$ cat src/rtl/openfire_dmem_lsu_pkg.sv
// Shared constants, FSM state type and request-legality helper for the
// OpenFire data-memory load/store unit.
package openfire_dmem_lsu_pkg;

    localparam logic [1:0] LSU_BYTE = 2'b00;
    localparam logic [1:0] LSU_HALF = 2'b01;
    localparam logic [1:0] LSU_WORD = 2'b10;

    typedef enum logic [1:0] {
        LSU_IDLE = 2'd0,
        LSU_BUSY = 2'd1,
        LSU_DONE = 2'd2
    } lsu_state_e;

    // Size 2'b11 is illegal and is reported the same way as a misalignment.
    function automatic logic lsu_misaligned(input logic [1:0] size, input logic [1:0] off);
        logic bad;
        case (size)
            LSU_BYTE: bad = 1'b0;
            LSU_HALF: bad = off[0];
            LSU_WORD: bad = (off != 2'b00);
            default:  bad = 1'b1;
        endcase
        return bad;
    endfunction

endpackage

$ cat src/rtl/openfire_dmem_lsu_if.sv
// EXECUTE-side request/response and data-bus signals of the LSU.
// The LSU connects through the slave modport; its environment uses master.
interface openfire_dmem_lsu_if #(
    parameter int ADDR_W = 18
);
    logic              req_load;
    logic              req_store;
    logic [1:0]        req_size;
    logic [ADDR_W-1:0] req_addr;
    logic [31:0]       req_wdata;
    logic              stall;
    logic [31:0]       dmem_data;
    logic              we_load;
    logic              unaligned;
    logic              bus_err;
    logic [ADDR_W-1:0] dbus_addr;
    logic              dbus_rd;
    logic              dbus_wr;
    logic [3:0]        dbus_be;
    logic [31:0]       dbus_wdata;
    logic [31:0]       dbus_rdata;
    logic              dbus_ack;

    modport slave (
        input  req_load, req_store, req_size, req_addr, req_wdata,
        input  dbus_rdata, dbus_ack,
        output stall, dmem_data, we_load, unaligned, bus_err,
        output dbus_addr, dbus_rd, dbus_wr, dbus_be, dbus_wdata
    );

    modport master (
        output req_load, req_store, req_size, req_addr, req_wdata,
        output dbus_rdata, dbus_ack,
        input  stall, dmem_data, we_load, unaligned, bus_err,
        input  dbus_addr, dbus_rd, dbus_wr, dbus_be, dbus_wdata
    );

endinterface

$ cat src/rtl/openfire_dmem_lsu_steer.sv
// Combinational big-endian lane steering: store data replication with byte
// enables, and MSB-justified extraction of load data.
module openfire_dmem_lsu_steer
    import openfire_dmem_lsu_pkg::*;
(
    input  logic [1:0]  size_i,
    input  logic [1:0]  off_i,
    input  logic [31:0] st_data_i,
    input  logic [31:0] ld_data_i,
    output logic [3:0]  be_o,
    output logic [31:0] wdata_o,
    output logic [31:0] ld_data_o
);

    always_comb begin
        be_o      = '0;
        wdata_o   = '0;
        ld_data_o = '0;
        case (size_i)
            LSU_BYTE: begin
                be_o               = 4'b1000 >> off_i;
                wdata_o            = {4{st_data_i[7:0]}};
                // Byte offset 0 lives in bits [31:24].
                ld_data_o[31:24]   = ld_data_i[(5'd24 - {off_i, 3'b000}) +: 8];
            end
            LSU_HALF: begin
                be_o               = off_i[1] ? 4'b0011 : 4'b1100;
                wdata_o            = {2{st_data_i[15:0]}};
                ld_data_o[31:16]   = off_i[1] ? ld_data_i[15:0] : ld_data_i[31:16];
            end
            LSU_WORD: begin
                be_o               = 4'b1111;
                wdata_o            = st_data_i;
                ld_data_o          = ld_data_i;
            end
            default: ;
        endcase
    end

endmodule

$ cat src/rtl/openfire_dmem_lsu.sv
// OpenFire data-memory load/store unit: IDLE/BUSY/DONE bus sequencer with
// wait-state timeout, registered bus outputs and regfile load return.
module openfire_dmem_lsu
    import openfire_dmem_lsu_pkg::*;
#(
    parameter int ADDR_W  = 18,
    parameter int TIMEOUT = 255
) (
    input logic                clock,
    input logic                reset,
    openfire_dmem_lsu_if.slave lsu
);

    localparam int TMAX  = (TIMEOUT > 0) ? TIMEOUT - 1 : 0;
    localparam int CNT_W = (TMAX > 0) ? $clog2(TMAX + 1) : 1;

    lsu_state_e        state_q, state_d;
    logic [ADDR_W-1:0] addr_q, addr_d;
    logic [1:0]        size_q, size_d;
    logic [1:0]        off_q, off_d;
    logic              load_q, load_d;
    logic [CNT_W-1:0]  cnt_q, cnt_d;
    logic              rd_q, rd_d;
    logic              wr_q, wr_d;
    logic [3:0]        be_q, be_d;
    logic [31:0]       wdata_q, wdata_d;
    logic [31:0]       dmem_q, dmem_d;
    logic              we_q, we_d;
    logic              unal_q, unal_d;
    logic              berr_q, berr_d;
    logic              stall_c;

    logic [1:0]        steer_size, steer_off;
    logic [3:0]        steer_be;
    logic [31:0]       steer_wdata, steer_ld;
    logic              req, req_bad;

    // Stores are steered from the live request in IDLE; loads from the captured request in BUSY.
    assign steer_size = (state_q == LSU_IDLE) ? lsu.req_size : size_q;
    assign steer_off  = (state_q == LSU_IDLE) ? lsu.req_addr[1:0] : off_q;

    openfire_dmem_lsu_steer u_steer (
        .size_i    (steer_size),
        .off_i     (steer_off),
        .st_data_i (lsu.req_wdata),
        .ld_data_i (lsu.dbus_rdata),
        .be_o      (steer_be),
        .wdata_o   (steer_wdata),
        .ld_data_o (steer_ld)
    );

    assign req     = lsu.req_load | lsu.req_store;
    assign req_bad = lsu_misaligned(lsu.req_size, lsu.req_addr[1:0]);

    always_comb begin
        state_d = state_q;
        addr_d  = addr_q;
        size_d  = size_q;
        off_d   = off_q;
        load_d  = load_q;
        cnt_d   = cnt_q;
        rd_d    = rd_q;
        wr_d    = wr_q;
        be_d    = be_q;
        wdata_d = wdata_q;
        dmem_d  = dmem_q;
        we_d    = 1'b0;
        unal_d  = 1'b0;
        berr_d  = 1'b0;
        stall_c = 1'b0;
        case (state_q)
            LSU_IDLE: begin
                if (req && req_bad) begin
                    unal_d = 1'b1;
                end else if (req) begin
                    stall_c = 1'b1;
                    addr_d  = {lsu.req_addr[ADDR_W-1:2], 2'b00};
                    size_d  = lsu.req_size;
                    off_d   = lsu.req_addr[1:0];
                    load_d  = lsu.req_load;
                    rd_d    = lsu.req_load;
                    wr_d    = ~lsu.req_load;
                    be_d    = steer_be;
                    wdata_d = lsu.req_load ? 32'h0 : steer_wdata;
                    cnt_d   = '0;
                    state_d = LSU_BUSY;
                end
            end
            LSU_BUSY: begin
                stall_c = 1'b1;
                if (lsu.dbus_ack) begin
                    rd_d    = 1'b0;
                    wr_d    = 1'b0;
                    we_d    = load_q;
                    if (load_q) dmem_d = steer_ld;
                    state_d = LSU_DONE;
                end else if (TIMEOUT != 0 && cnt_q == CNT_W'(TMAX)) begin
                    rd_d    = 1'b0;
                    wr_d    = 1'b0;
                    berr_d  = 1'b1;
                    dmem_d  = 32'h0;
                    state_d = LSU_DONE;
                end else begin
                    cnt_d = cnt_q + 1'b1;
                end
            end
            // Any request seen here is the one just serviced.
            LSU_DONE: state_d = LSU_IDLE;
            default:  state_d = LSU_IDLE;
        endcase
    end

    always_ff @(posedge clock) begin
        if (reset) begin
            state_q <= LSU_IDLE;
            addr_q  <= '0;
            size_q  <= '0;
            off_q   <= '0;
            load_q  <= 1'b0;
            cnt_q   <= '0;
            rd_q    <= 1'b0;
            wr_q    <= 1'b0;
            be_q    <= '0;
            wdata_q <= '0;
            dmem_q  <= '0;
            we_q    <= 1'b0;
            unal_q  <= 1'b0;
            berr_q  <= 1'b0;
        end else begin
            state_q <= state_d;
            addr_q  <= addr_d;
            size_q  <= size_d;
            off_q   <= off_d;
            load_q  <= load_d;
            cnt_q   <= cnt_d;
            rd_q    <= rd_d;
            wr_q    <= wr_d;
            be_q    <= be_d;
            wdata_q <= wdata_d;
            dmem_q  <= dmem_d;
            we_q    <= we_d;
            unal_q  <= unal_d;
            berr_q  <= berr_d;
        end
    end

    assign lsu.stall      = stall_c;
    assign lsu.dmem_data  = dmem_q;
    assign lsu.we_load    = we_q;
    assign lsu.unaligned  = unal_q;
    assign lsu.bus_err    = berr_q;
    assign lsu.dbus_addr  = addr_q;
    assign lsu.dbus_rd    = rd_q;
    assign lsu.dbus_wr    = wr_q;
    assign lsu.dbus_be    = be_q;
    assign lsu.dbus_wdata = wdata_q;

endmodule

$ cat src/flat_wrapper.sv
// flat-port wrapper written by rule: the top's interface ports become plain ports
module openfire_dmem_lsu_flat import openfire_dmem_lsu_pkg::*;
#(
    parameter int ADDR_W  = 18,
    parameter int TIMEOUT = 255
)
  (clock, reset, lsu_req_load, lsu_req_store, lsu_req_size, lsu_req_addr, lsu_req_wdata, lsu_dbus_rdata, lsu_dbus_ack, lsu_stall, lsu_dmem_data, lsu_we_load, lsu_unaligned, lsu_bus_err, lsu_dbus_addr, lsu_dbus_rd, lsu_dbus_wr, lsu_dbus_be, lsu_dbus_wdata);
  openfire_dmem_lsu_if #(.ADDR_W(ADDR_W)) lsu_i ();
  input logic clock;
  input logic reset;
  input wire logic [$bits(lsu_i.req_load)-1:0] lsu_req_load;
  input wire logic [$bits(lsu_i.req_store)-1:0] lsu_req_store;
  input wire logic [$bits(lsu_i.req_size)-1:0] lsu_req_size;
  input wire logic [$bits(lsu_i.req_addr)-1:0] lsu_req_addr;
  input wire logic [$bits(lsu_i.req_wdata)-1:0] lsu_req_wdata;
  input wire logic [$bits(lsu_i.dbus_rdata)-1:0] lsu_dbus_rdata;
  input wire logic [$bits(lsu_i.dbus_ack)-1:0] lsu_dbus_ack;
  output wire logic [$bits(lsu_i.stall)-1:0] lsu_stall;
  output wire logic [$bits(lsu_i.dmem_data)-1:0] lsu_dmem_data;
  output wire logic [$bits(lsu_i.we_load)-1:0] lsu_we_load;
  output wire logic [$bits(lsu_i.unaligned)-1:0] lsu_unaligned;
  output wire logic [$bits(lsu_i.bus_err)-1:0] lsu_bus_err;
  output wire logic [$bits(lsu_i.dbus_addr)-1:0] lsu_dbus_addr;
  output wire logic [$bits(lsu_i.dbus_rd)-1:0] lsu_dbus_rd;
  output wire logic [$bits(lsu_i.dbus_wr)-1:0] lsu_dbus_wr;
  output wire logic [$bits(lsu_i.dbus_be)-1:0] lsu_dbus_be;
  output wire logic [$bits(lsu_i.dbus_wdata)-1:0] lsu_dbus_wdata;
  assign lsu_i.req_load = lsu_req_load;
  assign lsu_i.req_store = lsu_req_store;
  assign lsu_i.req_size = lsu_req_size;
  assign lsu_i.req_addr = lsu_req_addr;
  assign lsu_i.req_wdata = lsu_req_wdata;
  assign lsu_i.dbus_rdata = lsu_dbus_rdata;
  assign lsu_i.dbus_ack = lsu_dbus_ack;
  assign lsu_stall = lsu_i.stall;
  assign lsu_dmem_data = lsu_i.dmem_data;
  assign lsu_we_load = lsu_i.we_load;
  assign lsu_unaligned = lsu_i.unaligned;
  assign lsu_bus_err = lsu_i.bus_err;
  assign lsu_dbus_addr = lsu_i.dbus_addr;
  assign lsu_dbus_rd = lsu_i.dbus_rd;
  assign lsu_dbus_wr = lsu_i.dbus_wr;
  assign lsu_dbus_be = lsu_i.dbus_be;
  assign lsu_dbus_wdata = lsu_i.dbus_wdata;
  openfire_dmem_lsu #(.ADDR_W(ADDR_W), .TIMEOUT(TIMEOUT)) u_core (.clock(clock), .reset(reset), .lsu(lsu_i));
endmodule
$ cat config.mk
export PLATFORM = sky130hd
export DESIGN_NAME = openfire_dmem_lsu_flat
export DESIGN_NICKNAME = d
export VERILOG_FILES = /design/src/rtl/openfire_dmem_lsu_pkg.sv /design/src/rtl/openfire_dmem_lsu_if.sv /design/src/rtl/openfire_dmem_lsu_steer.sv /design/src/rtl/openfire_dmem_lsu.sv /design/src/flat_wrapper.sv
export SDC_FILE = /design/constraint.sdc
export NUM_CORES = 1
export LEC_CHECK = 0
export BUFFER_PORTS_ARGS = -buffer_cell sky130_fd_sc_hd__clkbuf_2
export CORE_MARGIN = 4
export CORE_UTILIZATION = 45
export DETAILED_ROUTE_END_ITERATION = 10
export GPL_TIMING_DRIVEN = 0
export HOLD_SLACK_MARGIN = 0.12
export PLACE_DENSITY_LB_ADDON = 0.25
export SETUP_SLACK_MARGIN = 0.4
export SLEW_MARGIN = 20
export SYNTH_ARGS = -nofsm -noshare
export SYNTH_HDL_FRONTEND = slang
export SYNTH_SLANG_ARGS = --single-unit
$ cat constraint.sdc
create_clock -name clock -period 3.2 [get_ports clock]
set_clock_uncertainty 0.15 [all_clocks]
set_input_delay 0.16 -clock clock [delete_from_list [all_inputs] [get_ports clock]]
set_output_delay 0.16 -clock clock [all_outputs]
set_load 0.05 [all_outputs]
==> flow_summary.toml <==
[critical_path]
rr_startpoint = "u_core.state_q[1]$_SDFFE_PP0P_"
cp-end-kind = "flop"
start_kind = "flop"
reg2reg_slack_ns = 0.55
crit_type = "reg2reg"
cp.required_ns = 3.30
slowest_delay_ns = 0.42
worstReg2RegEnd = "u_core.lsu.dmem_data[24]$_SDFFE_PP0P_"
slowest_stage = "dfxtp_1"
cp_max_fo = 8
cp_cell_sequence = "nor2_4, mux2i_2, inv_1, ha_1, a31o_1, nor2b_4, buf_6, o2bb2ai_1, a221o_1"
arrival_ns = 2.75
ff2ff_path_depth = 9

[logic_synthesis]
yosys_warnings = 0
ys_types = 54
synth_area_per_cell_um2 = 8.54
synth_top_cell_area_share_pct = 45.8
synth_edf_count = 0
netlist_instances = 532
yosys.area.top_type = "dfxtp_1"
synth_area_leaders = "dfxtp_1 (46%), nand2_1 (7.9%), a21oi_1 (5.1%)"
ys_seq_elements = 104
synth_ff_type = "dfxtp_1"
synthArstFlopShare_pct = 0
yosysSeqAreaShare_pct = 45.8
synth.cell_area_um2 = 4540

[timing]
setup_viol = 0
rsz0062_at_grt = "no"
hold_viol_final = 0
achievable-frequency_ghz = 0.377
fin_crit_sh_pct = 82.9
final.setup.tns_ns = 0
slew_viol_final = 0
period_minus_slack_ns = 2.65

[floorplan]
die_area_um2 = 11800
die_w_um = 108
core_um2 = 9820
die_h_um = 108
fp-row-count = 36
start_util_pct = 46.3
ioPinCount = 181

[routing]
drc_errors = 0
wl_mm = 15.6
first_pass_iters = 6
vias_per_cell = 5.34
drtIter0Drc = 315
wl_per_cell_um = 16.4
ant_nets = 0
vias = 5075

[power]
internal-power_uw = 2030
powerDensity_nw_per_um2 = 436
p_seq_share_pct = 46.4
combPwrFrac_pct = 24.4
sw_frac_of_total_pct = 30.8
p_leak_uw = 0.00291
clkPwrFrac_pct = 29.2
ir_drop_mv = 0.235
p_sw_uw = 903

[run]
max-cap-violations = 0

[global_routing]
track_usage_pct = 25.9
grt_pass1_wl_mm = 24.1
antenna_found_initial = 1
grt_pass1_vias = 5036
grt_max_degree = 16
grt_overflow = 0

[min_path]
worstHoldPathCells = 2
whs_endpoint = "u_core.lsu.dbus_wdata[9]$_SDFFE_PP0P_"
hp-class = "reg2reg"
min_from = "u_core.lsu.dbus_wdata[9]$_SDFFE_PP0P_"

[place]
place_hpwl_mm = 10.8
place_area_um2 = 5600
gp_congestion = 0.830
portBuffers = 177
dp.cells = 843

[cells_and_area]
final_nets = 908
final_cell_area_um2 = 6730
syn_to_final_growth_pct = 48.2
drive_gt1_share_pct = 27.7
fin_cells = 951

[status]
status = "completed"

[clocking]
clk_latency_ns = 0.36
cts_tree = "built"
cts-root-buf = "clkbuf_8"
cts_buffers = 9
clk_pin_slew_ns = 0.09
cts-htree-levels = 3
clock_sinks = 104
cts_buffer_depth = 2
## kinds of logic after synthesis
family	after synthesis	share of synthesized area, %
xor gates and xnor gates	7	1.35
buffers and inverters	49	5.23
muxes	11	2.81
and+or+nand+nor	198	20.6
adders and majority gates	7	1.93
AOI/OAI and AO/OA	155	22.2
other	1	0.0826
DFF	104	45.8
## placed cells by master, fill, tap and decap left out, types with 9 or more instances in the layout
| cell type | Yosys | layout |
|---|---|---|
| inv_1 | 9 | 9 |
| dlygate4sd3_1 | 0 | 89 |
| o21ai_0 | 39 | 39 |
| nand2b_1 | 21 | 21 |
| a22oi_1 | 19 | 19 |
| clkbuf_2 | 0 | 180 |
| dfxtp_1 | 104 | 104 |
| nand3_1 | 31 | 31 |
| a21oi_1 | 46 | 46 |
| nor2_1 | 21 | 20 |
| o2bb2ai_1 | 13 | 13 |
| nand2_1 | 96 | 96 |
| clkbuf_8 | 2 | 14 |
| clkbuf_1 | 28 | 25 |
## power groups by stage
| stage | Combinational (µW) | Clock, µW | Sequential, µW |
|---|---|---|---|
| after global placement | 599 | 0 | 1390 |
| after detailed placement | 610 | 0 | 1390 |
| final | 716 | 857 | 1360 |
| after floorplan | 302 | 0 | 1500 |
| after global routing | 770 | 909 | 1370 |
| after CTS | 699 | 865 | 1360 |
## layer usage
layer	vias up	global-route usage [%]	routed length, µm
li1	2422	-	-
met1	2365	30.2	6330
met2	224	44.2	7720
met3	64	4.90	894
met4	0	14.8	677
met5	-	0	0
## per-stage QoR
step	total power, µW	worst slack [ns]	hold slack, ns	utilization [%]
floorplan	1810	0.878	0.140	-
global placement	1990	0.349	0.233	57.0
detailed placement	2000	0.198	0.240	57.0
CTS	2920	0.470	0.308	68.3
global route	3040	0.405	0.328	68.5
finish	2930	0.546	0.306	68.6
## flip-flops by register name, indices dropped and copies added, names as in the netlist
register and cells:
u_core.lsu.we_load 1, u_core.lsu.dbus_be 4, u_core.load_q 1, u_core.lsu.dbus_rd 1
u_core.state_q 2, u_core.size_q 2, u_core.lsu.dbus_addr 16, u_core.lsu.dbus_wdata 32
u_core.lsu.bus_err 1, u_core.lsu.unaligned 1, u_core.cnt_q 8, u_core.lsu.dmem_data 32
u_core.lsu.dbus_wr 1, u_core.off_q 2
## synth_stat cells (2+ instances only)
| cell type | number |
|---|---|
| o31ai_1 | 2 |
| clkbuf_1 | 28 |
| mux2_2 | 4 |
| mux2i_1 | 6 |
| buf_2 | 3 |
| a22oi_1 | 19 |
| nor3_1 | 5 |
| a22o_1 | 7 |
| a21oi_1 | 46 |
| o21bai_1 | 3 |
| nand2_1 | 96 |
| nand4_1 | 4 |
| dfxtp_1 | 104 |
| buf_1 | 2 |
| or2_2 | 3 |
| nand3_1 | 31 |
| clkbuf_8 | 2 |
| ha_1 | 7 |
| nor2_1 | 21 |
| o21ai_0 | 39 |
| buf_6 | 3 |
| a2bb2oi_1 | 5 |
| inv_1 | 9 |
| a21oi_2 | 2 |
| a21boi_0 | 5 |
| xor2_1 | 6 |
| buf_4 | 2 |
| o22a_1 | 3 |
| nand2b_1 | 21 |
| and3_1 | 4 |
| o2bb2ai_1 | 13 |
| a221o_1 | 5 |
## area by class of cell
class	count	area, µm²
multi-input cells	380	2240
diodes	2	5.00
clock inverters	3	40.0
flip-flops and latches	104	2080
well taps	133	166
fillers	817	3090
clock buffers	12	165
plain buffers	40	208
inverters	9	33.8
repair buffers	268	1790
## how the worst max path moves through the flow
stage / start / end / slack (ns) / cells past startpoint
floorplan: u_core.state_q[0]$_SDFFE_PP0P_ / u_core.lsu.dmem_data[24]$_SDFFE_PP0P_ / 0.88 / 9
global placement: u_core.state_q[1]$_SDFFE_PP0P_ / u_core.lsu.dbus_wdata[29]$_SDFFE_PP0P_ / 0.35 / 8
detailed placement: u_core.state_q[1]$_SDFFE_PP0P_ / u_core.lsu.dbus_wdata[29]$_SDFFE_PP0P_ / 0.20 / 8
CTS: u_core.state_q[1]$_SDFFE_PP0P_ / u_core.lsu.dbus_wdata[29]$_SDFFE_PP0P_ / 0.47 / 9
global route: u_core.state_q[1]$_SDFFE_PP0P_ / u_core.lsu.dmem_data[26]$_SDFFE_PP0P_ / 0.40 / 8
finish: u_core.state_q[1]$_SDFFE_PP0P_ / u_core.lsu.dmem_data[24]$_SDFFE_PP0P_ / 0.55 / 9
## timing repair
action	in CTS	in global routing
hold endpoints to repair	91	0
pin swaps	1	0
buffers inserted	2	0
hold buffers	89	0
endpoints found under the setup margin	13	47
resized for setup	0	9
## critical path: cells and delay by family, from the launching register on
kind	cells	cell delay, ns
compound gates	3	0.72
fa+ha+maj	1	0.30
mux	1	0.32
simple gates	2	0.36
buf+inv	2	0.26
flops	1	0.42
No activity file was read; power rests on OpenSTA's default activity.
